[src/rtl/idu_buffered_pkg.sv]
// Shared types and constants for the buffered instruction decode unit.
// Field positions follow the base RISC-V encoding.
package idu_buffered_pkg;

    localparam int DEPTH_DEF = 4;
    localparam int RS1_LSB   = 15;
    localparam int RS2_LSB   = 20;
    localparam int RD_LSB    = 7;

    typedef struct packed {
        logic [31:0] pc;
        logic [31:0] inst;
    } q_entry_t;

    function automatic logic [4:0] rs1_of(input logic [31:0] inst);
        return inst[RS1_LSB +: 5];
    endfunction

    function automatic logic [4:0] rs2_of(input logic [31:0] inst);
        return inst[RS2_LSB +: 5];
    endfunction

    function automatic logic [4:0] rd_of(input logic [31:0] inst);
        return inst[RD_LSB +: 5];
    endfunction

endpackage

[src/rtl/idu_buffered_inst_queue.sv]
// Circular instruction FIFO feeding the decode output register.
// Flush and reset both empty it in one cycle.
module inst_queue
    import idu_buffered_pkg::*;
#(
    parameter int DEPTH = DEPTH_DEF
) (
    input  logic                   clk,
    input  logic                   rst,
    input  logic                   push,
    input  logic                   pop,
    input  logic                   flush,
    input  q_entry_t               push_entry,
    output q_entry_t               head,
    output logic [$clog2(DEPTH):0] count
);

    localparam int PW = $clog2(DEPTH);

    q_entry_t        mem [DEPTH];
    logic [PW-1:0]   wr_ptr;
    logic [PW-1:0]   rd_ptr;

    always_ff @(posedge clk) begin
        if (rst || flush) begin
            count  <= '0;
            wr_ptr <= '0;
            rd_ptr <= '0;
        end else begin
            if (push) wr_ptr <= wr_ptr + 1'b1;
            if (pop)  rd_ptr <= rd_ptr + 1'b1;
            case ({push, pop})
                2'b10:   count <= count + 1'b1;
                2'b01:   count <= count - 1'b1;
                default: count <= count;
            endcase
        end
    end

    always_ff @(posedge clk) begin
        if (push && !rst && !flush) mem[wr_ptr] <= push_entry;
    end

    assign head = mem[rd_ptr];

endmodule

[src/rtl/idu_buffered.sv]
// Buffered decode stage: fetch queue, register file, load-use interlock
// and the registered decode-stage output.
module idu_buffered
    import idu_buffered_pkg::*;
#(
    parameter int DEPTH  = DEPTH_DEF,
    parameter bit BYPASS = 1'b1
) (
    input  logic        clk,
    input  logic        rst,
    input  logic [31:0] i_pc,
    input  logic [31:0] i_inst,
    input  logic        i_valid,
    output logic        o_ready,
    input  logic        i_flush,
    input  logic        i_stall,
    input  logic        i_ex_load,
    input  logic [4:0]  i_ex_rd_addr,
    input  logic        i_rd_wr,
    input  logic [4:0]  i_rd_addr,
    input  logic [31:0] i_rd_data,
    output logic        o_valid,
    output logic [31:0] o_pc,
    output logic [31:0] o_inst,
    output logic [4:0]  o_rs1_addr,
    output logic [4:0]  o_rs2_addr,
    output logic [4:0]  o_rd_addr,
    output logic [31:0] o_rs1_data,
    output logic [31:0] o_rs2_data,
    output logic        o_hazard
);

    localparam int CW = $clog2(DEPTH) + 1;
    localparam logic [CW-1:0] FULL_C = CW'(DEPTH);

    logic [31:0]   rf [32];
    q_entry_t      head;
    q_entry_t      in_entry;
    q_entry_t      cand;
    logic [CW-1:0] q_count;
    logic          q_empty;
    logic          q_push;
    logic          q_pop;
    logic          accept;
    logic          adv;
    logic          cand_avail;
    logic          hazard;
    logic          load;
    logic [4:0]    c_rs1;
    logic [4:0]    c_rs2;
    logic [31:0]   rs1_val;
    logic [31:0]   rs2_val;

    assign q_empty  = (q_count == '0);
    assign o_ready  = (q_count != FULL_C) && !rst;
    assign accept   = i_valid && o_ready && !i_flush;
    assign adv      = !o_valid || !i_stall;
    assign in_entry = '{pc: i_pc, inst: i_inst};

    // An empty queue lets the incoming word compete for the output directly.
    assign cand       = q_empty ? in_entry : head;
    assign cand_avail = !q_empty || accept;
    assign c_rs1      = rs1_of(cand.inst);
    assign c_rs2      = rs2_of(cand.inst);

    assign hazard = cand_avail && i_ex_load && (i_ex_rd_addr != 5'd0) &&
                    ((i_ex_rd_addr == c_rs1) || (i_ex_rd_addr == c_rs2));
    assign o_hazard = hazard && !rst;

    assign load   = adv && cand_avail && !hazard && !i_flush;
    assign q_pop  = load && !q_empty;
    assign q_push = accept && !(load && q_empty);

    inst_queue #(
        .DEPTH(DEPTH)
    ) u_queue (
        .clk       (clk),
        .rst       (rst),
        .push      (q_push),
        .pop       (q_pop),
        .flush     (i_flush),
        .push_entry(in_entry),
        .head      (head),
        .count     (q_count)
    );

    always_comb begin
        rs1_val = rf[c_rs1];
        rs2_val = rf[c_rs2];
        if (BYPASS && i_rd_wr && (i_rd_addr == c_rs1)) rs1_val = i_rd_data;
        if (BYPASS && i_rd_wr && (i_rd_addr == c_rs2)) rs2_val = i_rd_data;
        if (c_rs1 == 5'd0) rs1_val = '0;
        if (c_rs2 == 5'd0) rs2_val = '0;
    end

    always_ff @(posedge clk) begin
        if (rst) begin
            for (int i = 0; i < 32; i++) rf[i] <= '0;
        end else if (i_rd_wr && (i_rd_addr != 5'd0)) begin
            rf[i_rd_addr] <= i_rd_data;
        end
    end

    always_ff @(posedge clk) begin
        if (rst) begin
            o_valid    <= 1'b0;
            o_pc       <= '0;
            o_inst     <= '0;
            o_rs1_data <= '0;
            o_rs2_data <= '0;
        end else if (i_flush) begin
            o_valid <= 1'b0;
        end else if (adv) begin
            o_valid <= load;
            if (load) begin
                o_pc       <= cand.pc;
                o_inst     <= cand.inst;
                o_rs1_data <= rs1_val;
                o_rs2_data <= rs2_val;
            end
        end else begin
            // A held instruction keeps tracking writebacks to its sources.
            if (i_rd_wr && (i_rd_addr != 5'd0) && (i_rd_addr == o_rs1_addr))
                o_rs1_data <= i_rd_data;
            if (i_rd_wr && (i_rd_addr != 5'd0) && (i_rd_addr == o_rs2_addr))
                o_rs2_data <= i_rd_data;
        end
    end

    assign o_rs1_addr = rs1_of(o_inst);
    assign o_rs2_addr = rs2_of(o_inst);
    assign o_rd_addr  = rd_of(o_inst);

endmodule

[config.mk]
export PLATFORM = sky130hd
export DESIGN_NAME = idu_buffered
export DESIGN_NICKNAME = d
export VERILOG_FILES = /design/src/rtl/idu_buffered_pkg.sv /design/src/rtl/idu_buffered_inst_queue.sv /design/src/rtl/idu_buffered.sv
export SDC_FILE = /design/constraint.sdc
export NUM_CORES = 2
export LEC_CHECK = 0
export BUFFER_PORTS_ARGS = -buffer_cell sky130_fd_sc_hd__buf_2
export CAP_MARGIN = 10
export CORE_MARGIN = 1
export CORE_UTILIZATION = 35
export DETAILED_ROUTE_END_ITERATION = 10
export GPL_ROUTABILITY_DRIVEN = 0
export PLACE_DENSITY = 0.59
export REMOVE_ABC_BUFFERS = 1
export SYNTH_ARGS = -nofsm -noshare
export SYNTH_HDL_FRONTEND = slang
export SYNTH_SLANG_ARGS = --single-unit
[constraint.sdc]
create_clock -name clk -period 6.4 [get_ports clk]
set_input_delay 0.32 -clock clk [delete_from_list [all_inputs] [get_ports clk]]
set_output_delay 0.32 -clock clk [all_outputs]
set_load 0.005 [all_outputs]
Word-level counts from Yosys, hierarchy flattened
Memory sizes are Yosys's and may differ from the RTL's. A register that Yosys moved wholly into a read port is not among the register bits.
Index checks and enable logic that the tools add are counted.
- memory bits (writable): 1280
- register bits after elaboration: 136
- memories: 2
- word-level logic and storage cells: 93
- input bits: 113
- output and inout bits: 146
- memories (name ; depth ; bits a word ; rd ports ; clocked after Yosys merged registers in ; write ports ; RTL line ; source):
    rf ; 32 ; 32 ; 2 ; 0 ; 32 ; idu_buffered.sv:36 ; logic [31:0] rf [32];
    u_queue.mem ; 4 ; 64 ; 1 ; 1 ; 1 ; idu_buffered_inst_queue.sv:20 ; q_entry_t mem [DEPTH];
- bitwise logic cells: 1
- reductions and logical operators: 44
- eq/ne operators: 10
- multiplexer cells: 24
- $add $sub $neg: 4
- operators by type and width (kind ; number):
    $mux 32 ; 11
    $mux 64 ; 1
    $reduce_or 32->1 ; 1
    $eq 5x5->1 ; 6
    $logic_and 1x1->1 ; 20
    $logic_not 5->1 ; 2
    $reduce_bool 5->1 ; 2
    $reduce_and 3->1 ; 3
    $mux 1 ; 8
    $logic_not 1->1 ; 7
    $pmux 3 s2 ; 1
    $reduce_bool 2->1 ; 3
    $mux 5 ; 1
    $add 2x1->2 const B ; 2
    $logic_or 1x1->1 ; 4
    $mux 2 ; 2
    $add 3x1->3 const B ; 1
    $logic_not 3->1 ; 1
    $ne 3x3->1 const B ; 1
    $sub 3x1->3 const B ; 1
    $eq 2x1->1 const B ; 1
    $eq 2x2->1 const B ; 1
    $ne 2x1->1 const B ; 1
    $reduce_or 2->1 ; 1
    $not 1->1 ; 1

Depth between registers and ports, before layout
- depth in word-level cells: 18
- gate-level depth with buffers: 18
- mapped depth without buffers: 13

By module
From an unflattened synthesis, not the netlist that was laid out.
- cells, all modules: 6697
- area total of the unflattened synthesis: 73155.2 um^2
- by module, submodules not included (module ; area an instance (um^2) ; sequential area each (um^2) ; times used ; cells an instance):
    idu_buffered ; 63422.1 ; 33332.0 ; 1 ; 6320
    inst_queue ; 9733.1 ; 7867.5 ; 1 ; 377

Worst setup path before layout
No wires, ideal clock.
- kind: flip-flop to flip-flop
- start: register (tool-made name)
- end: memory u_queue.mem[0][0] (netlist name), enable pin
- buffers on the path: 2
- slack: 1.912 ns
- stages on the path, launching flop included: 10
- setup time: 0.429 ns
- arrival: 4.059 ns
- cells stage by stage: dfxtp_1 > buf_2 > buf_6 > mux4_2 > mux2i_4 > xnor2_1 > a311oi_4 > a2111oi_4 > and4bb_2 > and2_1
- RTL lines (element ; RTL line):
    to (decl) ; idu_buffered_inst_queue.sv:20

Worst setup path after layout
- start: register u_queue.count[2]
- end: output port o_hazard
- longest elaborated chain between the ends: 9
- elaborated cells between the ends (all ways): 15
- ends and longest elaborated chain (element ; RTL line ; source):
    from (decl) ; idu_buffered_inst_queue.sv:15 ; output logic [$clog2(DEPTH):0] count
    from (signal assigned) ; idu_buffered_inst_queue.sv:33 ; 2'b10: count <= count + 1'b1;
    from (signal assigned) ; idu_buffered_inst_queue.sv:34 ; 2'b01: count <= count - 1'b1;
    from (signal assigned) ; idu_buffered_inst_queue.sv:35 ; default: count <= count;
    $ne 3x3->1 ; idu_buffered.sv:55 ; assign o_ready = (q_count != FULL_C) && !rst;
    $logic_and 1x1->1 ; idu_buffered.sv:55 ;
    $logic_and 1x1->1 (2 in series) ; idu_buffered.sv:56 ; assign accept = i_valid && o_ready && !i_flush;
    $logic_or 1x1->1 ; idu_buffered.sv:62 ; assign cand_avail = !q_empty || accept;
    $logic_and 1x1->1 (2 in series) ; idu_buffered.sv:66 ; assign hazard = cand_avail && i_ex_load && (i_ex_rd_addr != 5'd0) &&
    $logic_and 1x1->1 (*) ; idu_buffered.sv:66 ;
    $logic_and 1x1->1 (*) ; idu_buffered.sv:68 ; assign o_hazard = hazard && !rst;
    to (decl) ; idu_buffered.sv:30 ; output logic o_hazard
Mark *: on every way between the ends. The rest lies on a longest branch, timed or not.

==> impl_table.tex <==
\begin{tabular}{lr}
\hline
Metric & Value \\
\hline
\multicolumn{2}{l}{\textbf{Drt}} \\
Final antenna-violating net count & 0 \\
Total DRC errors in the routed layout & 0 \\
Average detailed-routed wire length per instance & 29.6 um \\
Number of vias per cell after detailed routing & 6.31 \\
Vias after detailed routing & 61800 \\
Iteration-0 DRC Markers & a little over 10000 \\
Count of TritonRoute iterations in the first routing pass & 7 \\
Post-Route WL & just under 300 mm \\
\multicolumn{2}{l}{\textbf{STA}} \\
Final critical-path required period & 4820 ps \\
Max-slew violation count & 0 \\
Measured slew at the worst slew-check pin & 1310 ps \\
Final hold violations & 0 \\
Post-route clock period utilization & $\sim$75\% \\
Max Fclk & just over 200 MHz \\
Final worst hold slack & 66.5 ps \\
Setup slack after layout & between 1500 and 2000 ps \\
Setup repair after global routing missed its margin & false \\
Setup violators final & 0 \\
Relative max-transition margin & between 10\% and 20\% \\
Maximum clock skew at final layout & 30.9 ps \\
\multicolumn{2}{l}{\textbf{Clocking}} \\
Post-CTS Hold Fix Bufs & 72 \\
Cells resized by post-CTS repair & 0 \\
Clk sinks & 1418 \\
Number of post-CTS setup repair buffers & 0 \\
CTS tree & done \\
Clk pin slew, worst setup/hold paths & 70 ps \\
Maximum root-to-sink buffer count & 3 \\
Clock latency at the later pin of the worst-skew pair & 810 ps \\
H-Tree Level Count & 4 \\
Number of CTS-inserted buffers & 152 \\
Clk Tree Root Cell & sky130\_fd\_sc\_hd\_\_clkbuf\_16 \\
\multicolumn{2}{l}{\textbf{Synthesis}} \\
EDFF count, synth & 1280 \\
Warning count from the yosys run & 0 \\
Yosys reg bits & 1418 \\
Fraction of synthesis flops using an asynchronous set or reset pin & 0\% \\
Number of different library cells in the post-synthesis netlist & 85 \\
Post-Synthesis Cells & 7063 \\
Sequential cell area fraction in the yosys report & 57.3\% \\
Netlist area before placement & 0.0719 mm\^{}2 \\
Most used flip-flop cell after synthesis & sky130\_fd\_sc\_hd\_\_edfxtp\_1 \\
Fraction of synthesized cell area in xor and xnor cells & 0.500\% \\
Simple-gate area share of the yosys netlist & 23.4\% \\
Mean cell area of the mapped netlist & 10.2 um\^{}2 \\
Arithmetic-cell share of the synthesized area counting full adders, half adders and majority gates & 0.115\% \\
Multiplexer share of the synthesized area & just under 6\% \\
Complex-gate fraction of the synthesized area & 7.88\% \\
Combinational family with the most area after synthesis & simple AND/OR/NAND/NOR gates \\
\multicolumn{2}{l}{\textbf{Critical path}} \\
Number of cells on the worst reg-to-reg path & 9 \\
Launching instance or port of the critical path & u\_queue.count[2]\$\_SDFFE\_PP0P\_ \\
Critical Path Sink Type & output port \\
Data required time at the worst endpoint & 6080 ps \\
Worst reg2reg endpoint & u\_queue.mem[1][54]\$\_DFFE\_PP\_ \\
Maximum fanout along the worst path & 21 \\
Crit Path Category & flop to output port \\
Setup crit end & o\_hazard \\
Reg2Reg Setup Slack & $\sim$1800 ps \\
Worst Setup Start Kind & flop \\
Crit path arrival time & 4500 ps \\
RR Startpoint & u\_queue.count[2]\$\_SDFFE\_PP0P\_ \\
\multicolumn{2}{l}{\textbf{Placed design}} \\
Number of buffers inserted by port buffering & 258 \\
Worst setup timing slack at the placement stage & between 1500 and 2000 ps \\
Final HPWL from detailed placement & approximately 160 mm \\
\multicolumn{2}{l}{\textbf{Pwr}} \\
Total power density per cell area & 285 mW/mm\^{}2 \\
Leakage Power & 28.2 nW \\
Worst VDD drop & 0.283 mV \\
\multicolumn{2}{l}{\textbf{Layout}} \\
Net total in the final layout & 7095 \\
Commonest non-fill, non-tap cells in the layout & 1640 x sky130\_fd\_sc\_hd\_\_nand2\_1, 1280 x sky130\_fd\_sc\_hd\_\_edfxtp\_1, 919 x sky130\_fd\_sc\_hd\_\_nor3\_1 \\
Fraction of layout instances using a drive strength above 1 & between 10\% and 20\% \\
Most common library cell in the layout ignoring fill and taps & sky130\_fd\_sc\_hd\_\_nand2\_1 \\
Syn-to-layout area delta & 13.3\% \\
\multicolumn{2}{l}{\textbf{Global route}} \\
Total Routing Usage GR & between 20 and 30\% \\
Pin count of the biggest net entering global routing & 172 \\
Wire length of the first global-routing pass & 413 mm \\
Number of antenna violations at the first check in global routing & 26 \\
Total overflow reported by the global router & 0 \\
Number of global-route vias before repair & 57900 \\
\multicolumn{2}{l}{\textbf{Flow run}} \\
Total of max-cap violations & 0 \\
\multicolumn{2}{l}{\textbf{Floorplanning}} \\
Die area & 0.207 mm\^{}2 \\
Die Width & $\sim$460 um \\
Overall die height & 455 um \\
Starting density of the core & 35.4\% \\
Total core area & 0.203 mm\^{}2 \\
IO Count & between 200 and 300 \\
Standard-cell row count & approximately 170 \\
\multicolumn{2}{l}{\textbf{Min path}} \\
Worst hold-check path type & input pin to flop \\
\multicolumn{2}{l}{\textbf{Status}} \\
Run status & finished clean \\
\hline
\end{tabular}
-- registers in the layout, summed over array words and instances (netlist names), 3 cells and up, named ones only --
| register | cells |
|---|---|
| rf | 1024 |
| u_queue.mem | 256 |
| o_inst | 32 |
| o_pc | 32 |
| o_rs1_data | 32 |
| o_rs2_data | 32 |
| u_queue.count | 3 |
-- final cells by class --
cell class | instances | area, um^2
multi-input combinational | 4863 | 27900
antenna | 21 | 52.6
sequential | 1418 | 41200
tap | 2672 | 3340
fill | 19500 | 122000
clock inverter | 75 | 1010
timing repair buffer | 499 | 3620
inverter | 42 | 160
clock buffer | 210 | 4170
-- where the power goes --
part	leakage (nW)	switching, mW	internal [mW]
Clock	2.51	3.97	5.42
Sequential	13.2	0.261	10.5
Combinational	12.5	2.21	0.876
Total	28.2	6.44	16.8
-- per-stage QoR --
stage          instances  util [%]  total power, mW  setup TNS, ps  instance area (um^2)
2_1_floorplan       6323         -             13.0       -5764770                 68600
3_3_place_gp        9421      37.2             13.9              0                 75500
3_5_place_dp        9421      37.2             13.9              0                 75500
4_1_cts             9778      40.1             23.2              0                 81400
5_1_grt             9788      40.1             23.8              0                 81400
6_report            9800      40.1             23.2              0                 81500
-- synth_stat cells, types with 38 or more instances --
cell type,count,area [um^2]
sky130_fd_sc_hd__a31oi_1,180,1130
sky130_fd_sc_hd__a221oi_1,38,333
sky130_fd_sc_hd__and2_1,100,626
sky130_fd_sc_hd__mux4_2,117,2640
sky130_fd_sc_hd__clkbuf_1,483,1810
sky130_fd_sc_hd__and3_1,162,1010
sky130_fd_sc_hd__mux2i_1,149,1490
sky130_fd_sc_hd__or4_1,42,315
sky130_fd_sc_hd__buf_1,49,184
sky130_fd_sc_hd__o22ai_1,95,594
sky130_fd_sc_hd__edfxtp_1,1280,38400
sky130_fd_sc_hd__buf_4,48,360
sky130_fd_sc_hd__buf_2,176,881
sky130_fd_sc_hd__inv_1,42,158
sky130_fd_sc_hd__o21ai_0,65,325
sky130_fd_sc_hd__nand2_1,1646,6180
sky130_fd_sc_hd__a21oi_1,246,1230
sky130_fd_sc_hd__dfxtp_1,138,2760
sky130_fd_sc_hd__nor3_1,920,4600
sky130_fd_sc_hd__nor2_1,135,507
sky130_fd_sc_hd__nand3_1,519,2600
sky130_fd_sc_hd__a222oi_1,54,541
-- worst max-delay path, cell delays in order (launching register included) --
cell,delay (ps)
sky130_fd_sc_hd__dfxtp_1,380
sky130_fd_sc_hd__or3_2,780
sky130_fd_sc_hd__buf_4,350
sky130_fd_sc_hd__mux2i_4,460
sky130_fd_sc_hd__xnor2_1,170
sky130_fd_sc_hd__a311oi_4,510
sky130_fd_sc_hd__a21oi_1,130
sky130_fd_sc_hd__nor3_1,640
sky130_fd_sc_hd__buf_2,250
-- logic make-up (layout without fill, tap and decap cells) --
| logic type | Yosys count | count (layout) |
|---|---|---|
| adders and majority gates | 6 | 6 |
| xor gates and xnor gates | 41 | 41 |
| muxes | 272 | 272 |
| AOI/OAI and AO/OA | 851 | 851 |
| buffers and inverters | 813 | 826 |
| other | 1 | 53 |
| and+or+nand+nor | 3661 | 3661 |
| DFF | 1418 | 1418 |
-- how the worst min path moves through the flow --
stage                                           from                        endpoint  slack, ps  cells after the start
after global routing                    i_rd_data[8]      o_rs1_data[8]$_SDFFE_PP0P_         40                      4
final                                   i_rd_data[8]      o_rs1_data[8]$_SDFFE_PP0P_         70                      4
after detailed placement  o_rs2_data[2]$_SDFFE_PP0P_      o_rs2_data[2]$_SDFFE_PP0P_        460                      2
after CTS                                    i_flush  u_queue.wr_ptr[1]$_SDFFE_PP0P_          8                      3
after global placement    o_rs2_data[1]$_SDFFE_PP0P_      o_rs2_data[1]$_SDFFE_PP0P_        450                      2
after floorplan                                  rst     o_rs1_data[30]$_SDFFE_PP0P_        390                      1
-- layer usage --
layer  share of wire (%)  GRT usage (%)  wire, um
met5               0.027              0        78
met4                 6.4           15.5     18500
met3                  13           6.91     37800
met2                  43           40.8    126000
met1                  37           35.7    108000
(Power assumes the default switching activity.)
